`config.mk`:
```
export PLATFORM = sky130hd
export DESIGN_NAME = banco_contadores_transicion
export DESIGN_NICKNAME = d
export VERILOG_FILES = /design/src/rtl/banco_contadores_transicion.sv
export SDC_FILE = /design/constraint.sdc
export NUM_CORES = 1
export LEC_CHECK = 0
export BUFFER_PORTS_ARGS = -buffer_cell sky130_fd_sc_hd__buf_2
export CAP_MARGIN = 5
export CELL_PAD_IN_SITES_DETAIL_PLACEMENT = 1
export CELL_PAD_IN_SITES_GLOBAL_PLACEMENT = 2
export CORE_MARGIN = 2
export CORE_UTILIZATION = 35
export CTS_BUF_LIST = sky130_fd_sc_hd__clkbuf_16
export CTS_CLUSTER_DIAMETER = 80
export CTS_CLUSTER_SIZE = 30
export DETAILED_ROUTE_END_ITERATION = 8
export HOLD_SLACK_MARGIN = 0.02
export MAX_ROUTING_LAYER = met4
export PLACE_DENSITY = 0.81
export SETUP_SLACK_MARGIN = 0.4
export SYNTH_ARGS = -nofsm -noshare
export SYNTH_HDL_FRONTEND = slang
export SYNTH_SLANG_ARGS = --single-unit
```
`constraint.sdc`:
```
create_clock -name clk -period 2.6 [get_ports clk]
set_clock_uncertainty 0.05 [all_clocks]
set_input_delay 0.26 -clock clk [delete_from_list [all_inputs] [get_ports clk]]
set_output_delay 0.26 -clock clk [all_outputs]
set_load 0.02 [all_outputs]
```
`src/rtl/banco_contadores_transicion.sv`:
```
// Bank of per-channel transition counters with start/stop window and address-based preload/read ports.
// Optional feature: define CONTADOR_SATURACION_EN to saturate counters at all-ones instead of wrapping.
module banco_contadores_transicion #(
   parameter int NUM_CANALES = 3,
   parameter int ANCHO       = 32,
   parameter int ANCHO_DIR   = 2
) (
   input  logic                   clk,
   input  logic                   reset_L,
   input  logic [NUM_CANALES-1:0] senal,
   input  logic                   iniciar,
   input  logic                   detener,
   input  logic                   borrar,
   input  logic                   esc,
   input  logic [ANCHO_DIR-1:0]   esc_dir,
   input  logic [ANCHO-1:0]       esc_dato,
   input  logic                   lee,
   input  logic [ANCHO_DIR-1:0]   lee_dir,
   output logic [ANCHO-1:0]       lee_dato,
   output logic                   lee_valido,
   output logic [NUM_CANALES-1:0] desborde,
   output logic                   contando
);

   typedef enum logic [1:0] {
      REPOSO,
      CONTANDO,
      DETENIDO
   } estado_t;

   estado_t                estado_q;
   logic                   contando_q;
   logic [NUM_CANALES-1:0] senal_prev_q;
   logic [ANCHO-1:0]       cnt_q [NUM_CANALES];
   logic [ANCHO-1:0]       cnt_d [NUM_CANALES];
   logic [NUM_CANALES-1:0] desborde_q;
   logic [NUM_CANALES-1:0] desborde_d;
   logic [ANCHO-1:0]       lee_dato_q;
   logic [ANCHO-1:0]       lee_dato_d;
   logic                   lee_valido_q;

   // detener dominates iniciar, so a simultaneous pair never opens the window.
   always_ff @(posedge clk or negedge reset_L) begin
      if (!reset_L) begin
         estado_q   <= REPOSO;
         contando_q <= 1'b0;
      end else if (borrar) begin
         estado_q   <= REPOSO;
         contando_q <= 1'b0;
      end else begin
         case (estado_q)
            REPOSO: begin
               if (iniciar && !detener) begin
                  estado_q   <= CONTANDO;
                  contando_q <= 1'b1;
               end
            end
            CONTANDO: begin
               if (detener) begin
                  estado_q   <= DETENIDO;
                  contando_q <= 1'b0;
               end
            end
            DETENIDO: begin
               if (iniciar && !detener) begin
                  estado_q   <= CONTANDO;
                  contando_q <= 1'b1;
               end
            end
            default: begin
               estado_q   <= REPOSO;
               contando_q <= 1'b0;
            end
         endcase
      end
   end

   // Per-channel priority: clear, then preload, then counted toggle.
   always_comb begin
      cnt_d      = cnt_q;
      desborde_d = desborde_q;
      for (int i = 0; i < NUM_CANALES; i++) begin
         if (borrar) begin
            cnt_d[i]      = '0;
            desborde_d[i] = 1'b0;
         end else if (esc && (esc_dir == ANCHO_DIR'(i))) begin
            cnt_d[i] = esc_dato;
         end else if ((estado_q == CONTANDO) && (senal[i] ^ senal_prev_q[i])) begin
            if (cnt_q[i] == '1) begin
               desborde_d[i] = 1'b1;
`ifdef CONTADOR_SATURACION_EN
               cnt_d[i] = '1;
`else
               cnt_d[i] = '0;
`endif
            end else begin
               cnt_d[i] = cnt_q[i] + 1'b1;
            end
         end
      end
   end

   // Reads see the pre-update counter; unmatched addresses fall through to zero.
   always_comb begin
      lee_dato_d = lee_dato_q;
      if (lee) begin
         lee_dato_d = '0;
         for (int i = 0; i < NUM_CANALES; i++) begin
            if (lee_dir == ANCHO_DIR'(i)) begin
               lee_dato_d = cnt_q[i];
            end
         end
      end
   end

   always_ff @(posedge clk or negedge reset_L) begin
      if (!reset_L) begin
         senal_prev_q <= '0;
         desborde_q   <= '0;
         lee_dato_q   <= '0;
         lee_valido_q <= 1'b0;
         for (int i = 0; i < NUM_CANALES; i++) begin
            cnt_q[i] <= '0;
         end
      end else begin
         senal_prev_q <= senal;
         desborde_q   <= desborde_d;
         lee_dato_q   <= lee_dato_d;
         lee_valido_q <= lee;
         for (int i = 0; i < NUM_CANALES; i++) begin
            cnt_q[i] <= cnt_d[i];
         end
      end
   end

   assign lee_dato   = lee_dato_q;
   assign lee_valido = lee_valido_q;
   assign desborde   = desborde_q;
   assign contando   = contando_q;

endmodule

```
==> run_summary.xml <==
<?xml version="1.0" encoding="UTF-8"?>
<metrics>
  <group name="clocking">
    <metric name="cts_buf_count" unit="">17</metric>
    <metric name="max-clock-path-buffers" unit="">2</metric>
    <metric name="cts_clock_pin_slew_for_the_worst_setup_and_hold_paths" unit="ns">0.07</metric>
    <metric name="cts_root_buffer" unit="">clkbuf_16</metric>
    <metric name="cts.sink_count" unit="">137</metric>
    <metric name="tritoncts" unit="">built</metric>
    <metric name="cts_h_tree_depth" unit="">4</metric>
    <metric name="clk_latency" unit="ns">0.43</metric>
  </group>
  <group name="critical_path">
    <metric name="worst_path_cell_chain" unit="">ha_2, nand3_2, buf_4, or4_1, o311ai_1, a21o_1, o31ai_1</metric>
    <metric name="critical_path.startpoint_type" unit="">register</metric>
    <metric name="reg_to_reg_critical_path_startpoint" unit="">cnt_q[0]$_DFFE_PN0P_</metric>
    <metric name="cp_slowest_stage_delay" unit="ns">0.58</metric>
    <metric name="timing.critical_path.to_type" unit="">register</metric>
    <metric name="cp_slowest_cell" unit="">or4_1</metric>
    <metric name="ff2ff_path_depth" unit="">7</metric>
    <metric name="startpoint" unit="">cnt_q[0]$_DFFE_PN0P_</metric>
    <metric name="crit_arrival" unit="ns">2.45</metric>
    <metric name="rr_endpoint" unit="">cnt_q[14]$_DFFE_PN0P_</metric>
    <metric name="criticalPathCategory" unit="">register to register</metric>
    <metric name="reg2reg_slack" unit="ns">0.41</metric>
    <metric name="crit_buf_inv" unit="">1</metric>
    <metric name="worstSetupPathDepth" unit="">7</metric>
    <metric name="setup.worst_path.end" unit="">cnt_q[14]$_DFFE_PN0P_</metric>
    <metric name="crit_required" unit="ns">2.85</metric>
    <metric name="critical-path-top-delay-family" unit="">simple AND/OR/NAND/NOR gates</metric>
    <metric name="worstPathMaxFanout" unit="">6</metric>
  </group>
  <group name="placement">
    <metric name="postPlaceCellArea" unit="um2">9630</metric>
    <metric name="buffer_ports.inserted" unit="">82</metric>
    <metric name="gp_congestion" unit="">0.961</metric>
    <metric name="preCtsSetupSlack" unit="ns">-0.105</metric>
    <metric name="dpl.hpwl" unit="mm">24.9</metric>
  </group>
  <group name="logic_synthesis">
    <metric name="area_fraction_of_the_dominant_cell_type_after_synthesis" unit="%">40.3</metric>
    <metric name="adder_cell_share_of_the_synthesized_area" unit="%">0.441</metric>
    <metric name="muxShareOfSynthArea" unit="%">3.76</metric>
    <metric name="post_synth_and_or_nand_nor_area_fraction" unit="%">25.6</metric>
    <metric name="synthesis.area" unit="um2">8510</metric>
    <metric name="ys_ff_latch" unit="">137</metric>
    <metric name="async_flop_share" unit="%">100</metric>
    <metric name="synth_xor_area_share" unit="%">4.32</metric>
    <metric name="syn-mean-instance-area" unit="um2">8.43</metric>
    <metric name="synth_ff_type" unit="">dfrtp_1</metric>
    <metric name="complex_gate_fraction_of_the_synthesized_area" unit="%">21.9</metric>
    <metric name="post_synth_edffs" unit="">0</metric>
    <metric name="number_of_distinct_library_cells_after_synthesis" unit="">70</metric>
    <metric name="yosysTopAreaCell" unit="">dfrtp_1</metric>
    <metric name="synth_area_leaders" unit="">dfrtp_1, a21oi_1, nor2_1, nand2_1, mux2i_1</metric>
    <metric name="main_combinational_cell_family_by_area_after_synthesis" unit="">simple AND/OR/NAND/NOR gates</metric>
    <metric name="proportion_of_synthesized_chip_area_in_sequential_cells" unit="%">40.3</metric>
    <metric name="synth_fp_nets" unit="">1059</metric>
    <metric name="total_of_warnings_raised_by_yosys" unit="">0</metric>
    <metric name="postSynthCellCount" unit="">1010</metric>
  </group>
  <group name="route">
    <metric name="drt_iter0_markers" unit="">601</metric>
    <metric name="detail_route.drc_violations" unit="">0</metric>
    <metric name="drt_pass1_iterations" unit="">4</metric>
    <metric name="via_count" unit="">8726</metric>
    <metric name="routedWlPerCell" unit="um">23.2</metric>
    <metric name="vias_per_cell" unit="">5.92</metric>
    <metric name="antenna_violating_nets_post_route" unit="">0</metric>
    <metric name="route.final.wire_length" unit="mm">34.3</metric>
  </group>
  <group name="sta">
    <metric name="worst_slack" unit="ns">0.406</metric>
    <metric name="achievable-frequency" unit="MHz">456</metric>
    <metric name="layout_min_cycle_time" unit="ns">2.19</metric>
    <metric name="relSlewSlack" unit="%">62.2</metric>
    <metric name="slew_viol_final" unit="">0</metric>
    <metric name="hold_viol_final" unit="">0</metric>
    <metric name="rsz0062_at_grt" unit="">true</metric>
    <metric name="tns" unit="ns">0</metric>
    <metric name="timing.final.crit_share" unit="%">84.4</metric>
    <metric name="timing_worst_slew_pin_value" unit="ns">0.565</metric>
    <metric name="final-setup-viol-count" unit="">0</metric>
  </group>
  <group name="die">
    <metric name="floorplan.rows" unit="">57</metric>
    <metric name="dieHeight" unit="um">160</metric>
    <metric name="dieWidth" unit="um">160</metric>
    <metric name="floorplan.io_pins" unit="">83</metric>
    <metric name="die_area" unit="um2">25600</metric>
    <metric name="initial_core_util" unit="%">35.3</metric>
    <metric name="core_area" unit="um2">24100</metric>
  </group>
  <group name="pwr">
    <metric name="power_switching" unit="mW">1.67</metric>
    <metric name="netSwitchingFraction" unit="%">28.8</metric>
    <metric name="power.share.combinational" unit="%">13.4</metric>
    <metric name="power.clock.fraction" unit="%">45.8</metric>
    <metric name="pwr_density_cell" unit="nW/um2">542</metric>
    <metric name="internal_power" unit="mW">4.13</metric>
    <metric name="seqPwrFrac" unit="%">40.8</metric>
    <metric name="p_leak" unit="nW">4.32</metric>
    <metric name="peakVddDrop" unit="uV">364</metric>
  </group>
  <group name="global_route">
    <metric name="first_global_vias" unit="">8733</metric>
    <metric name="gr-usage-all-layers" unit="%">27.3</metric>
    <metric name="grt_pass1_wl" unit="mm">52.2</metric>
    <metric name="grt_start_max_net_pins" unit="">53</metric>
    <metric name="antenna_found_initial" unit="">0</metric>
    <metric name="grt.overflow.total" unit="">0</metric>
  </group>
  <group name="outcome">
    <metric name="run_status" unit="">finished clean</metric>
  </group>
  <group name="worst_hold_path">
    <metric name="timing.hold.worst.start" unit="">lee</metric>
    <metric name="hp-class" unit="">input port to register</metric>
  </group>
  <group name="finish">
    <metric name="post_route_cells_drive_above_1_share" unit="%">23.4</metric>
    <metric name="area_delta_synth_final" unit="%">25.9</metric>
    <metric name="final_cell_area" unit="um2">10700</metric>
    <metric name="num-nets-final" unit="">1187</metric>
    <metric name="antenna_cells_inserted" unit="">0</metric>
  </group>
  <group name="job">
    <metric name="drv.max_cap_violation_count" unit="">0</metric>
  </group>
</metrics>
==> layout make-up <==
class	instances	area (um2)
sequential	137	3440
multi-input combinational	791	5010
inverter	15	56.3
timing repair buffer	176	1170
tap	324	405
clock buffer	17	425
fill	2891	13400
clock inverter	15	198
==> kinds of logic (layout without fill, tap and decap cells) <==
| family | after synthesis | count (layout) |
|---|---|---|
| multiplexers | 32 | 32 |
| buffers and inverters | 82 | 223 |
| AO/OA/AOI/OAI | 289 | 289 |
| XOR/XNOR | 42 | 42 |
| adder cells (fa/ha/maj) | 3 | 3 |
| AND/OR/NAND/NOR | 425 | 425 |
| flip-flops | 137 | 137 |
==> stage by stage <==
step | hold slack [ns] | cells | total power, mW | util, %
2_1_floorplan | -0.0856 | 1010 | 2.77 | -
3_3_place_gp | 0.211 | 1416 | 3.13 | 40.0
3_5_place_dp | 0.217 | 1416 | 3.14 | 40.0
4_1_cts | 0.0679 | 1463 | 5.81 | 43.4
5_1_grt | 0.0773 | 1475 | 6.01 | 44.4
6_report | 0.0793 | 1475 | 5.80 | 44.4
==> per-layer routing <==
| layer | track usage (%) | up-vias | wire (um) |
|---|---|---|---|
| met5 | - | - | 0 |
| met1 | 37.6 | 4363 | 15500 |
| met4 | 6.51 | 0 | 564 |
| met2 | 42.2 | 291 | 16000 |
| met3 | 4.23 | 39 | 2190 |
| li1 | - | 4033 | - |
==> cells in the final DEF, fill, tap and decap left out, types with 7 or more instances in the layout <==
master,synthesis,routed
clkbuf_16,0,17
nor4_1,23,14
and3_1,11,11
nand2_1,88,87
nor2_1,121,120
a31o_2,8,8
and4_1,10,9
o21ai_0,45,45
a22o_1,11,11
xnor2_1,21,21
nand3_2,1,7
a32oi_1,7,7
nand3_1,48,41
buf_4,0,86
dfrtp_1,137,125
nand4_1,38,38
inv_1,15,16
a22oi_1,15,15
a21o_1,7,7
or3_1,11,8
nor3_1,28,25
buf_2,5,81
xor2_1,21,20
mux2i_1,32,32
a211oi_1,31,30
dfrtp_2,0,12
a21oi_1,105,105
and2_1,10,10
==> Yosys cell counts, types with 3 or more instances <==
cell	instances
o32ai_1	3
o22ai_1	6
o31ai_1	4
dfrtp_1	137
o21ai_0	45
and3_1	11
mux2i_1	32
o311ai_0	3
buf_2	5
a311oi_1	7
o31a_1	3
a32oi_1	7
nand3b_1	5
nor4_1	23
and2_1	10
nor2_1	121
a31o_2	8
a21o_1	7
xnor2_1	21
nand4_1	38
nand3_1	48
nor3_1	28
o311a_1	4
a21oi_1	105
a31oi_1	6
and4_1	10
a22oi_1	15
a22o_1	11
clkbuf_1	57
o211ai_1	5
nand2_1	88
inv_1	15
nand2b_1	4
a211oi_1	31
xor2_1	21
ha_1	3
or3_1	11
or4_1	5
buf_1	5
==> worst min-delay path by stage <==
stage	cells past startpoint	slack, ns	to
finish	1	0.08	lee_valido$_DFF_PN0_
global route	3	0.08	cnt_q[5]$_DFFE_PN0P_
CTS	3	0.07	cnt_q[5]$_DFFE_PN0P_
detailed placement	1	0.22	lee_valido$_DFF_PN0_
global placement	1	0.21	lee_valido$_DFF_PN0_
floorplan	0	-0.09	cnt_q[0]$_DFFE_PN0P_
==> power groups by stage <==
| stage | clock network [mW] | registers [mW] | logic, mW |
|---|---|---|---|
| 3_5_place_dp | 0 | 2.40 | 0.736 |
| 2_1_floorplan | 0 | 2.43 | 0.343 |
| 3_3_place_gp | 0 | 2.40 | 0.728 |
| 4_1_cts | 2.69 | 2.36 | 0.756 |
| 6_report | 2.66 | 2.37 | 0.778 |
| 5_1_grt | 2.78 | 2.38 | 0.843 |
==> registers in the layout (all words and copies together), names as in the netlist <==
name	flops
cnt_q	96
contando	1
desborde	3
estado_q	1
lee_dato	32
lee_valido	1
senal_prev_q	3
==> what timing repair did <==
action / in CTS / in global routing
setup endpoints to repair: 37 / 44
pin swaps: 6 / 13
hold buffers: 5 / 0
endpoints found under the hold margin: 53 / 0
buffers inserted: 10 / 12
gates cloned: 0 / 0
gates resized for setup: 17 / 36
No activity file was read; power rests on OpenSTA's default activity.
